--- src/rtl/mem_arbiter.sv ---
// Two-requester (instruction fetch / data) arbiter in front of a single-port memory.
// Data has priority; fetch is forced after STARVE_LIMIT consecutive data wins and transactions time out after TIMEOUT busy cycles.
module mem_arbiter #(
  parameter int STARVE_LIMIT = 3,
  parameter int TIMEOUT      = 16
) (
  input  logic        clk,
  input  logic        reset,
  input  logic        if_req,
  input  logic [31:0] if_addr,
  output logic        if_ready,
  output logic [31:0] if_rdata,
  input  logic        d_req,
  input  logic        d_we,
  input  logic [31:0] d_addr,
  input  logic [31:0] d_wdata,
  output logic        d_ready,
  output logic [31:0] d_rdata,
  output logic        mem_en,
  output logic        mem_we,
  output logic [31:0] mem_addr,
  output logic [31:0] mem_wdata,
  input  logic        mem_ack,
  input  logic [31:0] mem_rdata,
  output logic        bus_err,
  output logic        busy
);

  localparam int SW = (STARVE_LIMIT < 1) ? 1 : $clog2(STARVE_LIMIT + 1);
  localparam int WW = (TIMEOUT < 2) ? 1 : $clog2(TIMEOUT);

  typedef enum logic [1:0] {IDLE, IF_BUSY, D_BUSY, RESP} state_t;

  state_t        state, next_state;
  logic [SW-1:0] starve_cnt;
  logic [WW-1:0] wait_cnt;
  logic          starve_max, wait_max;
  logic          grant_d, grant_f, ack_done, time_out;

  assign starve_max = (starve_cnt == SW'(STARVE_LIMIT));
  assign wait_max   = (wait_cnt == WW'(TIMEOUT - 1));
  assign busy       = (state != IDLE);

  always_ff @(posedge clk) begin
    if (!reset) state <= IDLE;
    else        state <= next_state;
  end

  // A pending ack always beats the timeout in the same cycle.
  always_comb begin
    next_state = state;
    grant_d    = 1'b0;
    grant_f    = 1'b0;
    ack_done   = 1'b0;
    time_out   = 1'b0;
    case (state)
      IDLE: begin
        if (d_req && !(if_req && starve_max)) begin
          grant_d    = 1'b1;
          next_state = D_BUSY;
        end else if (if_req) begin
          grant_f    = 1'b1;
          next_state = IF_BUSY;
        end
      end
      IF_BUSY, D_BUSY: begin
        if (mem_ack) begin
          ack_done   = 1'b1;
          next_state = RESP;
        end else if (wait_max) begin
          time_out   = 1'b1;
          next_state = RESP;
        end
      end
      RESP:    next_state = IDLE;
      default: next_state = IDLE;
    endcase
  end

  always_ff @(posedge clk) begin
    if (!reset) begin
      mem_en     <= 1'b0;
      mem_we     <= 1'b0;
      mem_addr   <= '0;
      mem_wdata  <= '0;
      if_ready   <= 1'b0;
      d_ready    <= 1'b0;
      if_rdata   <= '0;
      d_rdata    <= '0;
      bus_err    <= 1'b0;
      starve_cnt <= '0;
      wait_cnt   <= '0;
    end else begin
      if_ready <= 1'b0;
      d_ready  <= 1'b0;
      bus_err  <= 1'b0;

      if (grant_d) begin
        mem_en    <= 1'b1;
        mem_we    <= d_we;
        mem_addr  <= d_addr;
        mem_wdata <= d_wdata;
        wait_cnt  <= '0;
        if (if_req && !starve_max) starve_cnt <= starve_cnt + 1'b1;
      end

      if (grant_f) begin
        mem_en     <= 1'b1;
        mem_we     <= 1'b0;
        mem_addr   <= if_addr;
        mem_wdata  <= '0;
        wait_cnt   <= '0;
        starve_cnt <= '0;
      end

      // Completion (ack or timeout) raises the owner's ready for the single RESP cycle.
      if (ack_done || time_out) begin
        mem_en  <= 1'b0;
        bus_err <= time_out;
        if (state == IF_BUSY) begin
          if_ready <= 1'b1;
          if (ack_done) if_rdata <= mem_rdata;
        end else begin
          d_ready <= 1'b1;
          if (ack_done && !mem_we) d_rdata <= mem_rdata;
        end
      end else if (state == IF_BUSY || state == D_BUSY) begin
        wait_cnt <= wait_cnt + 1'b1;
      end
    end
  end

endmodule

--- config.mk ---
export PLATFORM = sky130hd
export DESIGN_NAME = mem_arbiter
export DESIGN_NICKNAME = d
export VERILOG_FILES = /design/src/rtl/mem_arbiter.sv
export SDC_FILE = /design/constraint.sdc
export NUM_CORES = 1
export LEC_CHECK = 0
export CORE_MARGIN = 10
export CORE_UTILIZATION = 44
export DETAILED_ROUTE_END_ITERATION = 10
export HOLD_SLACK_MARGIN = 0.06
export PLACE_DENSITY = 0.95
export SYNTH_ARGS = -nofsm -noshare
export SYNTH_HDL_FRONTEND = slang
export SYNTH_SLANG_ARGS = --single-unit
--- constraint.sdc ---
create_clock -name clk -period 2.4 [get_ports clk]
set_clock_uncertainty 0.05 [all_clocks]
set_input_delay 0.6 -clock clk [delete_from_list [all_inputs] [get_ports clk]]
set_output_delay 0.6 -clock clk [all_outputs]
set_load 0.01 [all_outputs]
==> results.yml <==
status:
  outcome: "completed"
power_and_ir_drop:
  p_seq_frac: 0.339
  intPower_uw: 6200
  ir_drop_uv: 475
  finalPower_uw: 8970
  pwr-share-comb: 0.344
  power.density_mw_per_mm2: 1000
  pwr-share-clk: 0.317
  switching_share: 0.309
  p_leak_uw: 0.00324
  p_switching_uw: 2770
setup_path:
  path_max_fanout: 8
  worstSetupStartpointType: "flop"
  cp.arrival_ns: 1.54
  crit_type: "reg -> out"
  required_ns: 1.75
  worstSetupEndpointType: "primary output"
place:
  port_buffers: 267
  place_hpwl_um: 13400
  gp_congestion: 0.806
  place_ws_ns: 0.177
  dpl_cell_area_sq_mm: 0.00828
die:
  ios: 268
  initial_core_util: 0.452
  die_h_um: 132
  core_area_sq_mm: 0.0121
  rows: 40
  die_area_sq_mm: 0.0173
  fp.dieW_um: 132
drt:
  wl_met1_um: 6940
  vias: 5396
  drt-pass1-iter-count: 5
  wl_met3_um: 1250
  drc: 0
  routed_wl_um: 18400
  viasPerCell: 5.05
  top_layer_used: "met4"
  wl_per_cell_um: 17.2
  wl_met2_um: 9430
  drtIter0Drc: 317
  route.antenna.remaining_nets: 0
clock_tree:
  clkSinkCount: 141
  h-tree-depth: 4
  clockBufferDepth: 2
  numCtsBuffers: 17
  cts_setup_buffers: 0
  clock_latency_ns: 0.41
  root_buffer: "clkbuf_16"
  path_clk_slew_ns: 0.06
  cts_tree: "done"
global_routing:
  grt_pass1_vias: 5639
  grt_usage: 0.206
  grt_pass1_wl_um: 29300
  grt_max_degree: 57
  antenna_found_initial: 1
  grt-ovfl-total: 0
timing:
  grt_setup_unrepaired: "false"
  final.setup.worst_slack_ns: 0.213
  max_freq_mhz: 457
  period_share: 0.911
  finalHoldViolations: 0
  setup_viol: 0
  final.setup.tns_ns: 0
  drv_slew: 0
  relSlewSlack: 0.755
  post-route-min-period_ns: 2.19
  worst_hold_slack_ns: 0.399
  tightest_slew_ns: 0.367
final_layout:
  register_area_sq_mm: 0.00282
  drive_gt1_frac: 0.0567
  nets: 1025
  multi_input_area_sq_mm: 0.00235
  fin_area_sq_mm: 0.00893
  areaGrowthSynthToFinish_pct: 63.1
  fillers: 860
min_path:
  holdCritPathClass: "reg -> reg"
synth:
  syn_nets: 774
  synth_ff_type: "dfxtp_1"
  ys_ff_latch: 141
  avgSynthCellArea_sq_um: 8.61
  yosysSeqAreaShare: 0.516
  synthCells: 636
  yosysWarnings: 0
  syn_area_sq_mm: 0.00547
  synth_edf_count: 0
  ys_async_sr_fraction: 0
  ys_types: 39
job:
  cap_viol_max_count: 0
[sequential cells by signal, summed over array words and instances (netlist names), 2 cells and up]
signal,cells
mem_wdata,32
if_rdata,32
starve_cnt,2
wait_cnt,4
d_rdata,32
mem_addr,32
state,2
[what timing repair did]
item / in CTS / in global routing
gates resized for setup: 1 / 0
hold buffers: 0 / 0
setup endpoints to repair: 1 / 0
[cell type report]
class	instances	share of cell area
clock inverter	12	0.0214
multi-input combinational	442	0.263
inverter	5	0.00210
sequential	141	0.316
tap	168	0.0235
clock buffer	20	0.0511
antenna	1	0.000280
timing repair buffer	280	0.322
[power by group through the flow]
stage | Combinational (uW) | Clock, uW | Sequential (uW)
floorplan | 1340 | 0 | 3270
global placement | 3030 | 0 | 3050
detailed placement | 3090 | 0 | 3080
CTS | 3110 | 2890 | 3040
global route | 3350 | 3000 | 3100
finish | 3090 | 2850 | 3040
[cell families (layout without fill, tap and decap cells)]
logic type | count (synthesis) | count (layout) | synth area share
AND/OR/NAND/NOR | 261 | 261 | 0.189
AO/OA/AOI/OAI | 173 | 173 | 0.224
flip-flops | 141 | 141 | 0.516
buffers and inverters | 53 | 317 | 0.0551
adder cells (fa/ha/maj) | 4 | 4 | 0.00914
XOR/XNOR | 2 | 2 | 0.00320
multiplexers | 2 | 2 | 0.00366
other | 0 | 1 | 0
[per-layer routing]
metal / global-route usage / vias to the layer above
met1: 0.207 / 2523
met5: 0 / -
met3: 0.0736 / 46
met4: 0.122 / 0
met2: 0.359 / 204
li1: - / 2623
[worst max-delay path, stage by stage, from the launching register on]
cell	delay [ns]
dfxtp_1	0.35
inv_1	0.06
ha_1	0.30
inv_1	0.11
dlygate4sd2_1	0.31
[synthesized netlist by cell type (3+ instances only)]
master	number	share of area
nand2_1	232	0.16
dfxtp_1	141	0.52
a21boi_0	86	0.12
a21oi_1	33	0.030
a22oi_1	32	0.044
clkbuf_1	18	0.012
buf_2	17	0.016
a21boi_1	11	0.015
nor2_1	8	0.0055
buf_4	7	0.0096
nand3_1	6	0.0055
inv_1	5	0.0034
ha_1	4	0.0091
and3_1	3	0.0034
nand2b_1	3	0.0034
[placed cells by master, fill, tap and decap left out, drive strengths merged, types with 2 or more instances in the layout]
cell type      synthesis  final
inv                    5      5
o21ai                  3      3
nand2                233    233
nand2b                 3      3
mux2i                  2      2
buf                   29     14
clkinv                 0      6
nand3                  6      6
bufinv                 0      5
a22oi                 32     32
ha                     4      4
dfxtp                141    141
a21oi                 35     35
nor2                   8      8
xor2                   2      2
o31a                   2      2
clkdlybuf4s50          0    265
clkbuf                19     20
a21boi                97     97
nor2b                  2      2
and3                   3      3
[metrics by stage]
| stage | cells | util |
|---|---|---|
| floorplan | 636 | - |
| global placement | 1036 | 0.684 |
| detailed placement | 1036 | 0.684 |
| CTS | 1068 | 0.737 |
| global route | 1069 | 0.737 |
| finish | 1069 | 0.737 |
[final timing paths]
| path | from | to | slack [ns] | depth (start not counted) |
|---|---|---|---|---|
| max | state[0] | busy | 0.21 | 4 |
| min | mem_addr[15] | mem_addr[15] | 0.40 | 2 |
| max reg2reg | state[0] | wait_cnt[3] | 0.61 | 6 |
| min reg2reg | mem_addr[15] | mem_addr[15] | 0.40 | 2 |
(Power assumes the default switching activity.)
